**src/rtl/mem_bridge_pkg.sv**
```systemverilog
// Shared types and helpers for the data-memory bridge.
package mem_bridge_pkg;

    typedef enum logic [1:0] {
        IDLE  = 2'd0,
        REQ   = 2'd1,
        RWAIT = 2'd2,
        RESP  = 2'd3
    } bridge_state_e;

    localparam int unsigned BYTES_PER_WORD = 4;
    localparam int unsigned LANE_BITS      = 2;

    // Halfword must sit on an even address, word on a multiple of 4; bytes never misalign.
    function automatic logic is_misaligned(input logic [BYTES_PER_WORD-1:0] be,
                                           input logic [LANE_BITS-1:0]      off);
        logic mis;
        mis = 1'b0;
        if ((be == 4'b0011) && off[0])
            mis = 1'b1;
        if ((be == 4'b1111) && (off != 2'b00))
            mis = 1'b1;
        return mis;
    endfunction

endpackage

```
**src/rtl/data_mem_bridge_lane_align.sv**
```systemverilog
// Byte-lane steering between lane-0 based core data and the word-wide bus.
module lane_align
    import mem_bridge_pkg::*;
#(
    parameter int unsigned DATA_WIDTH = 31
) (
    input  logic [LANE_BITS-1:0]      off,
    input  logic [BYTES_PER_WORD-1:0] be,
    input  logic [DATA_WIDTH:0]       wdata,
    input  logic [DATA_WIDTH:0]       rdata,
    output logic [BYTES_PER_WORD-1:0] be_c,
    output logic [DATA_WIDTH:0]       wdata_c,
    output logic [DATA_WIDTH:0]       rdata_c
);

    // Shift by the byte offset; anything pushed past lane 3 falls off the top.
    always_comb begin
        be_c    = be << off;
        wdata_c = wdata << {off, 3'b000};
        rdata_c = rdata >> {off, 3'b000};
    end

endmodule

```
**src/rtl/data_mem_bridge.sv**
```systemverilog
// Core data port to req/gnt/rvalid bus bridge with stall and timeout.
// Optional: define MISALIGN_TRAP_EN to trap misaligned accesses instead of issuing them.
module data_mem_bridge
    import mem_bridge_pkg::*;
#(
    parameter int unsigned ADDR_WIDTH     = 31,
    parameter int unsigned DATA_WIDTH     = 31,
    parameter int unsigned TIMEOUT_CYCLES = 16
) (
    input  logic                      clk,
    input  logic                      rst_n,
    input  logic                      i_read_req,
    input  logic [ADDR_WIDTH:0]       i_read_addr,
    output logic [DATA_WIDTH:0]       o_read_data,
    input  logic                      i_write_enable,
    input  logic [BYTES_PER_WORD-1:0] i_byte_enable,
    input  logic [ADDR_WIDTH:0]       i_write_addr,
    input  logic [DATA_WIDTH:0]       i_write_data,
    output logic                      o_stall,
    output logic                      o_bus_err,
    output logic                      o_mem_req,
    output logic                      o_mem_we,
    output logic [BYTES_PER_WORD-1:0] o_mem_be,
    output logic [ADDR_WIDTH:0]       o_mem_addr,
    output logic [DATA_WIDTH:0]       o_mem_wdata,
    input  logic                      i_mem_gnt,
    input  logic                      i_mem_rvalid,
    input  logic [DATA_WIDTH:0]       i_mem_rdata
);

    localparam int unsigned CNT_W = $clog2(TIMEOUT_CYCLES + 1);

    bridge_state_e             state_q, state_d;
    logic [CNT_W-1:0]          cnt_q, cnt_d;
    logic [ADDR_WIDTH:0]       addr_q, addr_d;
    logic [BYTES_PER_WORD-1:0] be_q, be_d;
    logic [DATA_WIDTH:0]       wdata_q, wdata_d;
    logic                      we_q, we_d;
    logic [DATA_WIDTH:0]       rdata_q, rdata_d;
    logic                      skip_q, skip_d;

    logic [ADDR_WIDTH:0]       req_addr_c;
    logic                      req_present_c;
    logic [BYTES_PER_WORD-1:0] be_sh_c;
    logic [DATA_WIDTH:0]       wdata_sh_c;
    logic [DATA_WIDTH:0]       rdata_sh_c;

    lane_align #(.DATA_WIDTH(DATA_WIDTH)) u_lane_align (
        .off     (addr_q[LANE_BITS-1:0]),
        .be      (be_q),
        .wdata   (wdata_q),
        .rdata   (i_mem_rdata),
        .be_c    (be_sh_c),
        .wdata_c (wdata_sh_c),
        .rdata_c (rdata_sh_c)
    );

    // Write wins over a simultaneous read; the cycle after retirement ignores the still-visible request.
    assign req_addr_c    = i_write_enable ? i_write_addr : i_read_addr;
    assign req_present_c = (i_write_enable | i_read_req) & ~skip_q;

    // State, timeout counter and access registers.
    always_ff @(posedge clk) begin
        if (!rst_n) begin
            state_q <= IDLE;
            cnt_q   <= '0;
            addr_q  <= '0;
            be_q    <= '0;
            wdata_q <= '0;
            we_q    <= 1'b0;
            rdata_q <= '0;
            skip_q  <= 1'b0;
        end else begin
            state_q <= state_d;
            cnt_q   <= cnt_d;
            addr_q  <= addr_d;
            be_q    <= be_d;
            wdata_q <= wdata_d;
            we_q    <= we_d;
            rdata_q <= rdata_d;
            skip_q  <= skip_d;
        end
    end

    // Next-state and bus/core outputs.
    always_comb begin
        state_d     = state_q;
        cnt_d       = cnt_q;
        addr_d      = addr_q;
        be_d        = be_q;
        wdata_d     = wdata_q;
        we_d        = we_q;
        rdata_d     = rdata_q;
        skip_d      = 1'b0;
        o_stall     = 1'b0;
        o_bus_err   = 1'b0;
        o_mem_req   = 1'b0;
        o_mem_we    = 1'b0;
        o_mem_be    = '0;
        o_mem_addr  = '0;
        o_mem_wdata = '0;
        o_read_data = '0;

        unique case (state_q)
            IDLE: begin
                if (req_present_c) begin
                    o_stall = 1'b1;
                    addr_d  = req_addr_c;
                    be_d    = i_byte_enable;
                    wdata_d = i_write_enable ? i_write_data : '0;
                    we_d    = i_write_enable;
                    rdata_d = '0;
                    cnt_d   = '0;
`ifdef MISALIGN_TRAP_EN
                    if (is_misaligned(i_byte_enable, req_addr_c[LANE_BITS-1:0])) begin
                        o_bus_err = 1'b1;
                        state_d   = RESP;
                    end else begin
                        state_d   = REQ;
                    end
`else
                    state_d = REQ;
`endif
                end
            end

            REQ: begin
                o_stall = 1'b1;
                if (cnt_q == CNT_W'(TIMEOUT_CYCLES)) begin
                    o_bus_err = 1'b1;
                    state_d   = RESP;
                end else begin
                    o_mem_req   = 1'b1;
                    o_mem_we    = we_q;
                    o_mem_be    = we_q ? be_sh_c : {BYTES_PER_WORD{1'b1}};
                    o_mem_addr  = {addr_q[ADDR_WIDTH:LANE_BITS], {LANE_BITS{1'b0}}};
                    o_mem_wdata = we_q ? wdata_sh_c : '0;
                    if (i_mem_gnt) begin
                        state_d = we_q ? RESP : RWAIT;
                        cnt_d   = '0;
                    end else begin
                        cnt_d   = cnt_q + CNT_W'(1);
                    end
                end
            end

            RWAIT: begin
                o_stall = 1'b1;
                if (cnt_q == CNT_W'(TIMEOUT_CYCLES)) begin
                    o_bus_err = 1'b1;
                    state_d   = RESP;
                end else if (i_mem_rvalid) begin
                    rdata_d = rdata_sh_c;
                    state_d = RESP;
                end else begin
                    cnt_d   = cnt_q + CNT_W'(1);
                end
            end

            RESP: begin
                o_read_data = we_q ? '0 : rdata_q;
                skip_d      = 1'b1;
                state_d     = IDLE;
            end

            default: state_d = IDLE;
        endcase
    end

endmodule
```
**config.mk**
```make
export PLATFORM = sky130hd
export DESIGN_NAME = data_mem_bridge
export DESIGN_NICKNAME = d
export VERILOG_FILES = /design/src/rtl/mem_bridge_pkg.sv /design/src/rtl/data_mem_bridge_lane_align.sv /design/src/rtl/data_mem_bridge.sv
export SDC_FILE = /design/constraint.sdc
export NUM_CORES = 1
export LEC_CHECK = 0
export BUFFER_PORTS_ARGS = -buffer_cell sky130_fd_sc_hd__buf_4
export CORE_UTILIZATION = 55
export CTS_BUF_LIST = sky130_fd_sc_hd__clkbuf_4
export DETAILED_ROUTE_END_ITERATION = 10
export PLACE_DENSITY = 0.95
export SETUP_SLACK_MARGIN = 0.1
export SYNTH_ARGS = -nofsm -noshare
export SYNTH_HDL_FRONTEND = slang
export SYNTH_SLANG_ARGS = --single-unit
```
**constraint.sdc**
```tcl
create_clock -name clk -period 5.6 [get_ports clk]
set_input_delay 0 -clock clk [delete_from_list [all_inputs] [get_ports clk]]
set_output_delay 0 -clock clk [all_outputs]
set_load 0.1 [all_outputs]
```
==> results.cfg, run 1 <==
[status]
status = completed

[timing]
skew_ns = 0.0213
fmax_ghz = 0.255
min_period_over_period = 0.700
setup_viol = 0
slew-limit-headroom = 0.241
rsz0062_at_grt = false
tightestPinTransition_ns = 1.14
finalMaxSlewViolations = 0
hold_viol_final = 0
period_minus_slack_ns = 3.92
whs_ns = 0.0366
fin_tns_setup_ns = 0

[clock_tree]
clk_latency_ns = 0.46
clockRootBuffer = clkbuf_4
numCtsBuffers = 9
clock_path_buffers = 2
htree_levels = 3
cts_setup_buffers = 0
cts_tree = yes
path_clk_slew_ns = 0.16
clock-sinks = 109

[drt]
route.met2.wl_mm = 11.8
drt-total-wl_mm = 25.2
ant_nets = 0
drt-wirelength-per-cell_um = 21.0
avgViaCountPerCell = 6.37
drc = 0
dr_wl_met3_mm = 2.77
num_vias = 7674
highest_layer = met4
firstDrtPassIters = 5
first_iter_violations = 800
wl_met1_mm = 8.70

[floorplanning]
die-area_um2 = 11500
core_um2 = 10800
io_pins = 242
die_h_um = 107
initial_utilization = 0.564
rows = 38
die_w_um = 107

[place]
gp_congestion = 0.975
place_area_um2 = 7830
hpwl_mm = 12.8
placedCellCount = 1072
io_buffers = 239

[cells_and_area]
multi_input_area_um2 = 3570
regArea_um2 = 2180
stdcell_area_um2 = 9100
final_common_cell = buf_4
stdcell_count = 1204
syn2layout_area_growth_pct = 48.9
fillCellCount = 556
drive_above_1_share = 0.260
nets = 1202
layout_common_cells = buf_4, dlygate4sd3_1, dfxtp_1

[synth]
yosys_warnings = 0
synth_area_um2 = 6110
async_flop_share = 0
synth_cell_type_count = 43
synth_seq_cells = 109
yosysSeqAreaShare = 0.357
synth_edf_count = 0
avgSynthCellArea_um2 = 8.04
postSynthCellCount = 760
synthFlopType = dfxtp_1

[global_routing]
grt_usage = 0.428
antenna_found_initial = 2
overflow = 0
grt_pass1_vias = 7445
grt_max_degree = 85
grt_pass1_wl_mm = 38.4

[pwr]
p_per_area_nw_per_um2 = 409
ir_drop_mv = 0.388
p_leak_nw = 3.95

[critical_path]
arrival_ns = 3.92
crit_path_start_kind = flip-flop
cp.required_ns = 5.60
critPathCaptureType = output port
path_max_fanout = 36
criticalPathCategory = reg2out
ff2ff_path_depth = 7

[flow_run]
maxCapViolCount = 0

[min_path]
hold_path.class = in2reg
holdPathStages = 3
-- cells in the mapped netlist (all sizes together) (2+ instances only) --
master,n,area (um2)
a211oi,48,360
a21o,2,15.0
a21oi,83,415
and2,42,264
and3,32,201
buf,26,141
clkbuf,52,195
dfxtp,109,2180
ha,6,75.1
inv,9,33.8
mux2i,84,841
nand2,51,191
nand3,35,175
nand3b,3,22.5
nand4,25,156
nor2,63,236
nor2b,12,75.1
nor3,2,10.0
o211a,3,30.0
o21a,3,22.5
o21ai,36,180
o22ai,4,25.0
o2bb2ai,8,70.1
or2,2,12.5
or4,8,60.1
-- state kept, by name, summed over array words and instances, names as in the netlist --
name     flops
addr_q      32
we_q         1
be_q         4
skip_q       1
cnt_q        5
wdata_q     32
state_q      2
rdata_q     32
-- metal layers --
| metal | GRT usage | vias up |
|---|---|---|
| met4 | 0.327 | 0 |
| met3 | 0.0920 | 190 |
| met5 | 0 | - |
| met2 | 0.716 | 720 |
| li1 | - | 3306 |
| met1 | 0.474 | 3458 |
-- where the power goes --
part	leakage, nW	switching [W]	internal (W)
Sequential	0.892	0.000130	0.000947
Combinational	3.00	0.00164	0.000635
Clock	0.0549	0.000274	0.0000950
Total	3.95	0.00204	0.00168
-- final timing paths --
path	slack, ns	from	to
setup reg to reg	2.71	state_q[0]$_SDFFE_PN0P_	wdata_q[10]$_SDFFE_PN0P_
hold reg to reg	0.47	wdata_q[24]$_SDFFE_PN0P_	wdata_q[24]$_SDFFE_PN0P_
hold / removal	0.04	i_read_addr[0]	addr_q[0]$_SDFFE_PN0P_
setup / recovery	1.68	state_q[1]$_SDFFE_PN0P_	o_mem_wdata[6]
-- layout make-up --
class,count,area share
Clock inverter,5,0.00399
Clock buffer,10,0.00825
Tap cell,140,0.0192
Antenna cell,2,0.000550
Sequential cell,109,0.240
Multi-Input combinational cell,565,0.392
Inverter,9,0.00371
Timing Repair Buffer,364,0.332
-- stage by stage --
step / util / setup WS, ns / total power, W
finish: 0.840 / 1.68 / 0.00372
global route: 0.840 / 1.40 / 0.00385
CTS: 0.839 / 1.89 / 0.00354
detailed placement: 0.723 / 2.40 / 0.00313
global placement: 0.723 / 2.56 / 0.00308
floorplan: - / 2.06 / 0.00268
-- critical path: stages, from the launching register on --
cell and delay (ns):
dfxtp_1 0.37, inv_1 0.11, ha_1 0.93, nand3_1 0.80, nor3_1 0.72, and2_1 0.25
buf_4 0.30
-- cell families (layout without fill, tap and decap cells) --
| group | Yosys count | in the layout | synth area share |
|---|---|---|---|
| AND/OR/NAND/NOR | 279 | 279 | 0.237 |
| AO/OA/AOI/OAI | 194 | 194 | 0.195 |
| flip-flops | 109 | 109 | 0.357 |
| buffers and inverters | 87 | 388 | 0.0606 |
| multiplexers | 84 | 84 | 0.138 |
| adder cells (fa/ha/maj) | 6 | 6 | 0.0123 |
| other | 1 | 4 | 0.000614 |
-- timing repair --
item	in CTS	in global routing
resized for setup	0	0
endpoints found under the hold margin	89	0
endpoints found under the setup margin	0	0
hold buffers	115	0
(Power assumes the default switching activity.)
==> run 2: changes to the inputs <==
--- a/config.mk
+++ b/config.mk
@@ -5,8 +5,9 @@
 export SDC_FILE = /design/constraint.sdc
 export NUM_CORES = 1
 export LEC_CHECK = 0
+export ABC_AREA = 1
 export BUFFER_PORTS_ARGS = -buffer_cell sky130_fd_sc_hd__buf_4
-export CORE_UTILIZATION = 55
+export CORE_UTILIZATION = 51
 export CTS_BUF_LIST = sky130_fd_sc_hd__clkbuf_4
 export DETAILED_ROUTE_END_ITERATION = 10
 export PLACE_DENSITY = 0.95
==> constraint.sdc (replaced) <==
create_clock -name clk -period 3.8 [get_ports clk]
set_input_delay 0 -clock clk [delete_from_list [all_inputs] [get_ports clk]]
set_output_delay 0 -clock clk [all_outputs]
set_load 0.1 [all_outputs]
==> run 2 against run 1 <==
Effect of this change:
- synthesized cell count rose by 17%
- clock skew is 0.0061 ns lower
- critical path depth up 4
- first-iteration DRC count up 4.8%
- largest power group unchanged
- final area down 1.8%
- register-to-register slack got worse by 1.5 ns
- critical endpoint is now o_mem_wdata[28]
- sequential cell count is the same
- via count fell by 0.27%
- non-clock buffer count is 7 lower
- clock-buffer cell count unchanged
- core utilization shrank 6.0 points
==> results.cfg, run 2 <==
[min_path]
holdPathStages = 5
hold_path.class = in2reg

[pwr]
p_int_w = 0.00256
power_frac_seq = 0.313
netSwitchingPower_w = 0.00305
sw_frac_of_total = 0.544
ir_drop_mv = 0.413
combPwrFrac = 0.599
clkPwrFrac = 0.088
p_leak_nw = 4.02
p_per_area_nw_per_um2 = 627

[synth]
yosys_warnings = 0
yosysMostFrequentCell = nor2_1
synth_seq_cells = 109
synth_cell_type_count = 31
synth_top_area_share = 0.362
synthFlopType = dfxtp_1
ys_top_cells_by_area = dfxtp_1, a21oi_1, nor2_1
yosys.area.top_type = dfxtp_1
yosysSeqAreaShare = 0.362
synth_area_um2 = 6020
postSynthCellCount = 887
avgSynthCellArea_um2 = 6.79
synthTopCellsByCount = nor2_1, nand2_1, a21oi_1, dfxtp_1, inv_1
synth_edf_count = 0
async_flop_share = 0

[floorplanning]
initial_utilization = 0.525
io_pins = 242
die_h_um = 111
rows = 39
core_um2 = 11500
die_w_um = 111
die-area_um2 = 12200

[place]
gp_congestion = 0.909
preCtsSetupSlack_ns = 1.48
hpwl_mm = 12.6
placedCellCount = 1207
io_buffers = 239

[drt]
drt-total-wl_mm = 24.1
ant_nets = 0
drt-wirelength-per-cell_um = 18.1
num_vias = 7653
first_iter_violations = 838
drc = 0
firstDrtPassIters = 8
avgViaCountPerCell = 5.73

[clock_tree]
cts_resized = 0
clockRootBuffer = clkbuf_4
numCtsBuffers = 9
clock_path_buffers = 2
hold_buffers = 114
path_clk_slew_ns = 0.16
clk_latency_ns = 0.44
clock-sinks = 109
htree_levels = 3
cts_tree = yes
cts_setup_buffers = 0

[global_routing]
overflow = 0
antenna_found_initial = 0
grt_max_degree = 100
grt_pass1_vias = 7427
grt_usage = 0.384
grt_pass1_wl_mm = 37.8

[cells_and_area]
nets = 1333
syn2layout_area_growth_pct = 48.4
n_antenna_cell = 0
layout_common_cells = buf_4, nor2_1, nand2_1
stdcell_count = 1335
drive_above_1_share = 0.232
fillCellCount = 746
final_common_cell = buf_4
reg_top3 = addr_q x32, rdata_q x32, wdata_q x32

[timing]
hold_viol_final = 0
period_minus_slack_ns = 2.98
fmax_ghz = 0.336
min_period_over_period = 0.783
layout_setup_ws_ns = 0.825
setup_viol = 0
finalMaxSlewViolations = 0
slew-limit-headroom = 0.229
tightestPinTransition_ns = 1.15
rsz0062_at_grt = false
skew_ns = 0.0152

[critical_path]
criticalPathCategory = reg2out
crit_path_start_kind = flip-flop
arrival_ns = 2.98
cp.required_ns = 3.80
path_max_fanout = 35
ff2ff_path_depth = 9
critPathCaptureType = output port

[status]
status = completed

[flow_run]
maxCapViolCount = 0
## run 2: changes by cell type after synthesis, moves of 9 or more
cell	previous run	this run
nor2b_1	12	0
nor2_1	63	130
nand2_1	51	121
nand4_1	25	0
a211oi_1	48	22
inv_1	9	99
clkbuf_1	52	35
and2_1	41	0
o21ai_0	35	91
a21oi_1	83	109
nand3_1	35	44
and3_1	31	0
mux2i_1	84	40
## run 2: cells by family (layout without fill, tap and decap cells)
kind of cell	after synthesis	after routing	share of synthesized area
XOR/XNOR	1	1	0.00145
other	1	2	0.000623
multiplexers	40	40	0.0665
buffers and inverters	172	476	0.119
adder cells (fa/ha/maj)	6	6	0.0125
flip-flops	109	109	0.362
AND/OR/NAND/NOR	307	307	0.210
AO/OA/AOI/OAI	251	251	0.227
## run 2: worst max-delay path, cell delays in order (launching register included)
cell,delay [ns]
dfxtp_1,0.41
inv_1,0.07
ha_1,0.20
nand2_1,0.06
inv_1,0.05
nand2_2,0.10
nand2_2,0.43
nor2_4,0.30
inv_2,0.17
a211oi_1,0.34
buf_4,0.36
## run 2: per-layer routing
metal / up-vias / GRT usage / routed length [um]
met5: - / 0 / 0
met4: 0 / 0.240 / 1600
met3: 147 / 0.0864 / 2480
met2: 599 / 0.654 / 11600
met1: 3423 / 0.435 / 8510
li1: 3484 / - / -
## run 2: power groups by stage
stage	registers, W	clock network (W)	logic (W)
finish	0.00175	0.000493	0.00336
global route	0.00178	0.000543	0.00360
CTS	0.00171	0.000497	0.00319
detailed placement	0.00173	0	0.00306
global placement	0.00171	0	0.00300
floorplan	0.00168	0	0.00252
## run 2: per-stage QoR
stage	TNS (ns)	hold WS, ns	util	instance area [um2]	total power, W
CTS	0	0.00416	0.779	8940	0.00539
finish	0	0.0311	0.779	8940	0.00560
global route	0	0.0171	0.779	8940	0.00593
global placement	0	0.238	0.672	7700	0.00471
detailed placement	0	0.232	0.672	7700	0.00479
floorplan	-1.72	0.135	-	6030	0.00420
## run 2: worst paths after layout
check | slack, ns | start | end
worst max register to register | 1.19 | state_q[0]$_SDFFE_PN0P_ | rdata_q[11]$_SDFFE_PN0P_
worst max-delay path | 0.82 | cnt_q[0]$_SDFFE_PN0P_ | o_mem_wdata[28]
worst min register to register | 0.47 | rdata_q[18]$_SDFFE_PN0P_ | rdata_q[18]$_SDFFE_PN0P_
worst min-delay path | 0.03 | i_mem_rdata[6] | rdata_q[6]$_SDFFE_PN0P_
## run 2: cell type report
type	instances	area (um2)	share of cell area
clock inverters	4	17.5	0.00196
multi-input cells	607	3120	0.350
clock buffers	10	75.1	0.00840
flip-flops and latches	109	2180	0.244
inverters	105	394	0.0441
well taps	143	179	0.0200
repair buffers	357	2970	0.332
==> run 3: changes to the inputs <==
==> constraint.sdc (replaced) <==
create_clock -name clk -period 3.1 [get_ports clk]
set_input_delay 0 -clock clk [delete_from_list [all_inputs] [get_ports clk]]
set_output_delay 0 -clock clk [all_outputs]
set_load 0.1 [all_outputs]
==> run 3 against run 2 <==
Effect of this change:
- the run now ends with negative hold slack left
- cell count grew 1.6%
- register-to-register slack lost 0.80 ns
- critical path depth rose by 1
- sequential power is 23% higher
- combinational power increased by 25%
- clock power increased by 83%
- clock skew increased by 0.0027 ns
- largest power group unchanged
- highest routed layer unchanged
==> results.cfg, run 3 (same netlist as run 2, synthesis figures left out) <==
[timing]
period_minus_slack_ns = 2.74
finalMaxSlewViolations = 0
min_period_over_period = 0.883
slew-limit-headroom = 0.392
fmax_ghz = 0.365
rsz0062_at_grt = false
tightestPinTransition_ns = 0.909
hold_viol_final = 1
whs_ns = -0.00263
setup_viol = 0
skew_ns = 0.0179

[clock_tree]
cts_tree = yes
hold_buffers = 129
numCtsBuffers = 9
clock_path_buffers = 2
cts_resized = 0
clock-sinks = 109
clk_latency_ns = 0.48
cts_setup_buffers = 0
path_clk_slew_ns = 0.17
clockRootBuffer = clkbuf_4
htree_levels = 3

[drt]
firstDrtPassIters = 6
drc = 0
drt-total-wl_mm = 25.2
first_iter_violations = 1089
drt-wirelength-per-cell_um = 18.5
avgViaCountPerCell = 5.86
num_vias = 7957
ant_nets = 0

[critical_path]
path_max_fanout = 35
setup.worst_path.end = o_mem_wdata[16]
critPathCaptureType = output port
r2r-start = state_q[1]$_SDFFE_PN0P_
cp.required_ns = 3.10
r2r_slack_ns = 0.39
crit_path_start_kind = flip-flop
arrival_ns = 2.74
ff2ff_path_depth = 8
crit_start = cnt_q[0]$_SDFFE_PN0P_
criticalPathCategory = reg2out
r2r_end = wdata_q[23]$_SDFFE_PN0P_

[cells_and_area]
reg_top3 = addr_q x32, rdata_q x32, wdata_q x32
drive_above_1_share = 0.242
final_common_cell = buf_4
nets = 1352
layout_common_cells = buf_4, dlygate4sd3_1, nand2_1
stdcell_count = 1357
syn2layout_area_growth_pct = 53.4

[global_routing]
grt_max_degree = 66
antenna_found_initial = 1
grt_pass1_vias = 7698
overflow = 0
grt_usage = 0.401
grt_pass1_wl_mm = 39.5

[place]
hpwl_mm = 13.2
io_buffers = 239
gp_congestion = 0.930
placedCellCount = 1211

[pwr]
p_per_area_nw_per_um2 = 786
ir_drop_mv = 0.474
finalPower_w = 0.00726
p_leak_nw = 4.12

[status]
status = finished with violations
violations = negative hold slack

[floorplanning]
rows = 39
die_w_um = 111
io_pins = 242
initial_utilization = 0.525
die-area_um2 = 12200
core_um2 = 11500
die_h_um = 111

[min_path]
hold_path.class = in2reg

[flow_run]
maxCapViolCount = 0
run 3: cell types whose count changed in the layout (fill, tap and decap cells not counted), sizes merged:
cell | previous run | this run
dlygate4sd3 | 114 | 129
clkinv | 4 | 3
buf | 243 | 247
bufinv | 0 | 3
diode | 0 | 1
run 3: how the worst min path moves through the flow:
stage	end	depth (start not counted)	slack, ns	from
4_1_cts	rdata_q[25]$_SDFFE_PN0P_	5	0.004	i_mem_rdata[25]
3_3_place_gp	be_q[2]$_SDFFE_PN0P_	3	0.22	i_byte_enable[2]
3_5_place_dp	be_q[2]$_SDFFE_PN0P_	3	0.23	i_byte_enable[2]
6_report	rdata_q[25]$_SDFFE_PN0P_	5	-0.003	i_mem_rdata[25]
2_1_floorplan	be_q[2]$_SDFFE_PN0P_	2	0.13	i_byte_enable[2]
5_1_grt	rdata_q[4]$_SDFFE_PN0P_	4	0.02	i_mem_rdata[4]
run 3: layout make-up:
class                      instances  area (um2)
inverter                         105         394
antenna                            1        2.50
timing repair buffer             376        3150
sequential                       109        2180
fill                             690        2230
clock buffer                      10        75.1
tap                              143         179
clock inverter                     6         111
multi-input combinational        607        3150
run 3: layer usage:
layer | global-route usage | vias to the layer above | part of all wire | wire (um)
met4 | 0.244 | 0 | 0.065 | 1630
met5 | 0 | - | 0 | 0
met3 | 0.0940 | 162 | 0.12 | 2970
met2 | 0.674 | 688 | 0.47 | 11800
met1 | 0.462 | 3573 | 0.35 | 8710
li1 | - | 3534 | - | -
run 3: per-stage QoR:
| step | setup TNS, ns | utilization | setup slack [ns] | instance area [um2] |
|---|---|---|---|---|
| after global routing | 0 | 0.806 | 0.258 | 9240 |
| after floorplan | -12.22 | - | -0.854 | 6050 |
| after CTS | 0 | 0.806 | 0.507 | 9240 |
| after global placement | 0 | 0.677 | 1.13 | 7760 |
| final | 0 | 0.806 | 0.361 | 9240 |
| after detailed placement | 0 | 0.677 | 0.984 | 7760 |
run 3: power breakdown:
| group | switching [W] | total (W) | leakage (nW) | internal, W |
|---|---|---|---|---|
| clock | 0.000484 | 0.000902 | 0.0982 | 0.000418 |
| sequential | 0.000274 | 0.00216 | 0.898 | 0.00188 |
| combinational | 0.00306 | 0.00420 | 3.12 | 0.00114 |
run 3: critical path, cell delays in order (launching register included):
cell and delay [ns]:
dfxtp_1 0.40, inv_1 0.07, ha_1 0.19, nand2_1 0.06
inv_1 0.05, nand2_2 0.10, nand2_2 0.05, buf_4 0.25
nor2_4 0.17, inv_2 0.16, a211oi_1 0.38, buf_4 0.36
